[src/rtl/mips_pkg.sv]
// Shared MIPS encoding definitions: instruction kinds, opcodes, funct codes and
// field-packing helpers used by both the instruction encoder and the decoder.
package mips_pkg;

   typedef enum logic [3:0] {
      K_ADD   = 4'd0,
      K_SUB   = 4'd1,
      K_AND   = 4'd2,
      K_OR    = 4'd3,
      K_SLT   = 4'd4,
      K_SLL   = 4'd5,
      K_JR    = 4'd6,
      K_LW    = 4'd7,
      K_SW    = 4'd8,
      K_BEQ   = 4'd9,
      K_BNE   = 4'd10,
      K_ADDI  = 4'd11,
      K_ADDIU = 4'd12,
      K_J     = 4'd13,
      K_JAL   = 4'd14
   } instr_kind_t;

   typedef enum logic [1:0] {
      S_IDLE  = 2'd0,
      S_LOAD  = 2'd1,
      S_FLUSH = 2'd2,
      S_DONE  = 2'd3
   } enc_state_t;

   localparam logic [5:0] OP_RTYPE = 6'b000000;
   localparam logic [5:0] OP_LW    = 6'b100011;
   localparam logic [5:0] OP_SW    = 6'b101011;
   localparam logic [5:0] OP_BEQ   = 6'b000100;
   localparam logic [5:0] OP_BNE   = 6'b000101;
   localparam logic [5:0] OP_ADDI  = 6'b001000;
   localparam logic [5:0] OP_ADDIU = 6'b001001;
   localparam logic [5:0] OP_J     = 6'b000010;
   localparam logic [5:0] OP_JAL   = 6'b000011;

   localparam logic [5:0] FN_ADD = 6'b100000;
   localparam logic [5:0] FN_SUB = 6'b100010;
   localparam logic [5:0] FN_AND = 6'b100100;
   localparam logic [5:0] FN_OR  = 6'b100101;
   localparam logic [5:0] FN_SLT = 6'b101010;
   localparam logic [5:0] FN_SLL = 6'b000000;
   localparam logic [5:0] FN_JR  = 6'b001000;

   function automatic logic [31:0] r_word(input logic [4:0] rs, input logic [4:0] rt,
                                          input logic [4:0] rd, input logic [4:0] shamt,
                                          input logic [5:0] funct);
      return {OP_RTYPE, rs, rt, rd, shamt, funct};
   endfunction

   function automatic logic [31:0] i_word(input logic [5:0] op, input logic [4:0] rs,
                                          input logic [4:0] rt, input logic [15:0] imm);
      return {op, rs, rt, imm};
   endfunction

   function automatic logic [31:0] j_word(input logic [5:0] op, input logic [25:0] target);
      return {op, target};
   endfunction

endpackage

[src/rtl/instr_pack.sv]
// Combinational packer: symbolic instruction kind plus fields -> 32-bit MIPS word.
// Fields a format does not use are forced to zero so the word is canonical.
module instr_pack
   import mips_pkg::*;
(
   input  logic [3:0]  kind,
   input  logic [4:0]  rs,
   input  logic [4:0]  rt,
   input  logic [4:0]  rd,
   input  logic [4:0]  shamt,
   input  logic [15:0] imm,
   input  logic [25:0] target,
   output logic [31:0] word,
   output logic        legal
);

   always_comb begin
      word  = '0;
      legal = 1'b1;
      case (kind)
         K_ADD:   word = r_word(rs, rt, rd, 5'd0, FN_ADD);
         K_SUB:   word = r_word(rs, rt, rd, 5'd0, FN_SUB);
         K_AND:   word = r_word(rs, rt, rd, 5'd0, FN_AND);
         K_OR:    word = r_word(rs, rt, rd, 5'd0, FN_OR);
         K_SLT:   word = r_word(rs, rt, rd, 5'd0, FN_SLT);
         K_SLL:   word = r_word(5'd0, rt, rd, shamt, FN_SLL);
         K_JR:    word = r_word(rs, 5'd0, 5'd0, 5'd0, FN_JR);
         K_LW:    word = i_word(OP_LW, rs, rt, imm);
         K_SW:    word = i_word(OP_SW, rs, rt, imm);
         K_BEQ:   word = i_word(OP_BEQ, rs, rt, imm);
         K_BNE:   word = i_word(OP_BNE, rs, rt, imm);
         K_ADDI:  word = i_word(OP_ADDI, rs, rt, imm);
         K_ADDIU: word = i_word(OP_ADDIU, rs, rt, imm);
         K_J:     word = j_word(OP_J, target);
         K_JAL:   word = j_word(OP_JAL, target);
         default: legal = 1'b0;
      endcase
   end

endmodule

[src/rtl/instr_encoder.sv]
// Instruction-memory loader: accepts symbolic requests, packs them into MIPS
// words and writes them to consecutive word addresses from a programmed base.
module instr_encoder
   import mips_pkg::*;
#(
   parameter int DEPTH = 256
) (
   input  logic                         clk,
   input  logic                         rst_n,
   input  logic                         start,
   input  logic [31:0]                  base_addr,
   input  logic                         req_valid,
   output logic                         req_ready,
   input  logic [3:0]                   req_kind,
   input  logic [4:0]                   req_rs,
   input  logic [4:0]                   req_rt,
   input  logic [4:0]                   req_rd,
   input  logic [4:0]                   req_shamt,
   input  logic [15:0]                  req_imm,
   input  logic [25:0]                  req_target,
   input  logic                         req_last,
   output logic                         imem_we,
   output logic [31:0]                  imem_addr,
   output logic [31:0]                  imem_wdata,
   output logic [$clog2(DEPTH+1)-1:0]   count,
   output logic                         busy,
   output logic                         done,
   output logic                         error,
   output logic [1:0]                   state_dbg
);

   localparam int CW = $clog2(DEPTH+1);

   // Handshake: a request transfers on any rising edge where req_valid && req_ready;
   // req_ready is high exactly while in LOAD and never depends on req_valid.
   enc_state_t      state_q, state_d;
   logic [31:0]     ptr_q, ptr_d;
   logic [CW-1:0]   count_q, count_d, count_inc;
   logic            err_q, err_d;
   logic            we_q, we_d;
   logic [31:0]     addr_q, addr_d;
   logic [31:0]     wdata_q, wdata_d;
   logic [31:0]     pack_word;
   logic            pack_legal;

   instr_pack u_pack (
      .kind   (req_kind),
      .rs     (req_rs),
      .rt     (req_rt),
      .rd     (req_rd),
      .shamt  (req_shamt),
      .imm    (req_imm),
      .target (req_target),
      .word   (pack_word),
      .legal  (pack_legal)
   );

   assign count_inc = count_q + CW'(1);

   always_comb begin
      state_d = state_q;
      ptr_d   = ptr_q;
      count_d = count_q;
      err_d   = err_q;
      we_d    = 1'b0;
      addr_d  = addr_q;
      wdata_d = wdata_q;
      case (state_q)
         S_IDLE, S_DONE: begin
            if (start) begin
               state_d = S_LOAD;
               ptr_d   = {base_addr[31:2], 2'b00};
               count_d = '0;
               err_d   = 1'b0;
            end
         end
         S_LOAD: begin
            if (req_valid) begin
               if (pack_legal) begin
                  we_d    = 1'b1;
                  addr_d  = ptr_q;
                  wdata_d = pack_word;
                  ptr_d   = ptr_q + 32'd4;
                  count_d = count_inc;
               end else begin
                  err_d = 1'b1;
               end
               // A full session without req_last is an overflow.
               if (req_last) begin
                  state_d = S_FLUSH;
               end else if (pack_legal && count_inc == CW'(DEPTH)) begin
                  state_d = S_FLUSH;
                  err_d   = 1'b1;
               end
            end
         end
         S_FLUSH: state_d = S_DONE;
         default: state_d = S_IDLE;
      endcase
   end

   always_ff @(posedge clk or negedge rst_n) begin
      if (!rst_n) begin
         state_q <= S_IDLE;
         ptr_q   <= '0;
         count_q <= '0;
         err_q   <= 1'b0;
         we_q    <= 1'b0;
         addr_q  <= '0;
         wdata_q <= '0;
      end else begin
         state_q <= state_d;
         ptr_q   <= ptr_d;
         count_q <= count_d;
         err_q   <= err_d;
         we_q    <= we_d;
         addr_q  <= addr_d;
         wdata_q <= wdata_d;
      end
   end

   assign req_ready  = (state_q == S_LOAD);
   assign busy       = (state_q == S_LOAD) || (state_q == S_FLUSH);
   assign done       = (state_q == S_DONE);
   assign error      = err_q;
   assign count      = count_q;
   assign imem_we    = we_q;
   assign imem_addr  = addr_q;
   assign imem_wdata = wdata_q;
   assign state_dbg  = state_q;

endmodule

[config.mk]
export PLATFORM = sky130hd
export DESIGN_NAME = instr_encoder
export DESIGN_NICKNAME = d
export VERILOG_FILES = /design/src/rtl/mips_pkg.sv /design/src/rtl/instr_pack.sv /design/src/rtl/instr_encoder.sv
export SDC_FILE = /design/constraint.sdc
export NUM_CORES = 1
export LEC_CHECK = 0
export ABC_CLOCK_PERIOD_IN_PS = 2700
export CAP_MARGIN = 0
export CORE_ASPECT_RATIO = 0.75
export CORE_UTILIZATION = 60
export CTS_CLUSTER_SIZE = 16
export DETAILED_ROUTE_END_ITERATION = 10
export DONT_BUFFER_PORTS = 1
export GPL_TIMING_DRIVEN = 0
export PLACE_DENSITY = 0.87
export SETUP_SLACK_MARGIN = 0.1
export SLEW_MARGIN = 20
export SYNTH_ARGS = -nofsm -noshare
export SYNTH_HDL_FRONTEND = slang
export SYNTH_SLANG_ARGS = --single-unit
[constraint.sdc]
create_clock -name clk -period 2.7 [get_ports clk]
set_input_delay 0.54 -clock clk [delete_from_list [all_inputs] [get_ports clk]]
set_output_delay 0.54 -clock clk [all_outputs]
set_load 0.02 [all_outputs]
==> metrics.cfg <==
[outcome]
status=complete, but fails checks
violations=hold timing

[global_routing]
grt_max_degree=105
track_usage_pct=36.2
grtUsageMet1_pct=50.2
met2_usage_pct=53.7
grt_pass1_wl_microns=27400
grt_use_met3_pct=11.8
busiest_layer=met2
antenna_found_initial=0
gr-total-overflow=0
grt_pass1_vias=5196

[power]
peakVddDrop_v=0.000668
powerDensity_nw_per_um2=1190
p_int_mw=3.90
switching_share_pct=47.9
power_frac_seq_pct=47.0
power_leakage_nw=2.69
combPwrFrac_pct=36.0
pwr-share-clk_pct=17.0
power.switching_mw=3.58

[timing]
fmax_mhz=407
finalHoldViolations=104
tightest_slew_ns=0.629
setup_viol=0
post-route-period-util_pct=91.0
whs_ns=-0.117
slew_viol_final=0
max_slew_margin_pct=57.8
rsz0062_at_grt=no
fin_setup_tns_ns=0
fin_ws_ns=0.244
layout_min_cycle_time_ns=2.46
skew_ns=0.00536

[clock_network]
cts_made_buffers=9
clk_pin_slew_worst_paths_ns=0.07
cts_tree=done
htreeDepth=3
cts_max_path_buffers=2
insertion_delay_ns=0.35
clock_sinks=104
root_buffer=clkbuf_16

[placement]
dp_hpwl_microns=13000
dp_cells=829
port-buffer-count=0
dp_slack_ns=-0.143
place_congestion=0.980

[detailed_routing]
antenna_left=0
drt_drc_violations_left=0
wire_per_inst_microns=20.7
firstDrtPassIters=5
viasPerCell=6.68
vias=5661
postRouteWirelength_microns=17500
first_iter_violations=576

[floorplan]
die_area_sq_um=9970
io_pins=183
initial_core_util_pct=62.7
coreArea_sq_um=9160
dieHeight_microns=86.7
die_w_microns=115
rows=30

[synthesis]
yosys-top-cells-count=nand2_1 (156), dfrtp_1 (104), nor2_1 (66)
synth_top_cell_area_share_pct=45.3
synth.area.top_cells=dfrtp_1 (45%), nand2_1 (10%), nor2_1 (4.3%)
syn_inst=699
synth_largest_area_cell=dfrtp_1
synthFlopType=dfrtp_1
syn_avg_cell_area_sq_um=8.21
synth-edff-count=0
async_reset_ff_share_pct=100
synth-seq-cells=104
netlist_area_sq_um=5740
ys_warn_count=0
ys_seq_area_share_pct=45.3
synth_most_common_cell=nand2_1
ys_types=61

[setup_path]
setup.worst_path.start=state_dbg[1]
worstPathArrival_ns=2.74
crit_type=flop to flop
crit_chain=inv_2 > ha_2 > nor2b_4 > o31a_1 > buf_4 > or4_1 > a21oi_1 > a221o_1
end_kind=flop
slowest_stage=dfrtp_2
crit_path_start_kind=flop
required_ns=2.99
reg2reg_from=state_dbg[1]
slowest_delay_ns=0.49
cp_max_fo=7

[finish]
diodes=0
syn2layout_area_growth_pct=8.98
drive_gt1_share_pct=7.09
nets=822
multi_input_area_sq_um=2900
instances_no_fill=847
seq_area_sq_um=2610
utilization_pct=68.3
final.fill_count=773

[job]
maxCapViolations=0

[min_path]
min_path_type=primary input to asynchronous set/reset pin

-- state kept, by name, summed over array words and instances (netlist names) --
signal	cells
count	9
error	1
imem_addr	30
imem_wdata	31
imem_we	1
ptr_q	30
state_dbg	2
-- final timing paths --
kind,endpoint,slack (ns),cells after the start
worst max-delay path,ptr_q[7],0.24,8
worst min register to register,imem_addr[21],0.52,2
max in group asynchronous,ptr_q[24],2.66,0
worst max register to register,ptr_q[7],0.24,8
worst min-delay path,ptr_q[7],-0.12,0
min in group clk,ptr_q[30],0.32,2
-- kinds of logic after synthesis --
group,share of synthesized area (%)
other,0.0653
xor gates and xnor gates,0.305
AOI/OAI and AO/OA,20.9
and+or+nand+nor,25.9
adders and majority gates,1.09
DFF,45.3
muxes,1.59
buffers and inverters,4.84
-- power by group through the flow --
| stage | Sequential (mW) | Clock [mW] | Combinational [mW] |
|---|---|---|---|
| floorplan | 3.30 | 0 | 1.95 |
| global placement | 3.48 | 0 | 2.43 |
| detailed placement | 3.51 | 0 | 2.55 |
| CTS | 3.49 | 1.29 | 2.58 |
| global route | 3.59 | 1.35 | 3.00 |
| finish | 3.51 | 1.27 | 2.69 |
-- stage by stage --
step                      cell area [sq um]  power, mW
after floorplan                        5750       5.25
after global placement                 5910       5.91
after detailed placement               5910       6.06
after CTS                              6210       7.35
after global routing                   6260       7.94
final                                  6260       7.47
-- layout make-up --
type / instances / share of cell area [%]
multi-input cells: 531 / 46.3
flip-flops and latches: 104 / 41.6
plain buffers: 55 / 3.92
clock buffers: 10 / 3.82
well taps: 128 / 2.56
clock inverters: 6 / 0.820
inverters: 11 / 0.660
repair buffers: 2 / 0.240
-- routing by layer --
| layer | wire (microns) | part of all wire [%] |
|---|---|---|
| met4 | 395 | 2.3 |
| met3 | 2100 | 12 |
| met5 | 0 | 0 |
| met2 | 7580 | 43 |
| met1 | 7460 | 43 |
-- what timing repair did --
item                                   CTS  global route
resized for setup                        8             9
endpoints found under the hold margin  104           104
gates cloned                             0             0
setup buffers                            0             2
setup endpoints to repair               36            68
pin swaps                                1             2
-- critical path: cells and delay by family, from the launching register on --
family,cells,cell delay [ns]
AO/OA/AOI/OAI,3,0.65
AND/OR/NAND/NOR,2,0.64
flip-flops,1,0.49
adder cells (fa/ha/maj),1,0.32
buffers and inverters,2,0.30
-- cell usage in the layout (no fill, tap or decap), drive strengths merged, types with 9 or more instances in the layout --
master / Yosys / routed
nor3: 15 / 15
inv: 10 / 13
a22oi: 14 / 14
a221oi: 13 / 13
o22ai: 18 / 18
nand2: 156 / 156
dfrtp: 104 / 104
a21oi: 43 / 43
clkbuf: 40 / 51
o21ai: 40 / 40
nor2: 66 / 66
nand3: 28 / 28
and3: 9 / 9
buf: 15 / 16
nand4: 19 / 19
Note: power is estimated with default switching activity, not from simulation.
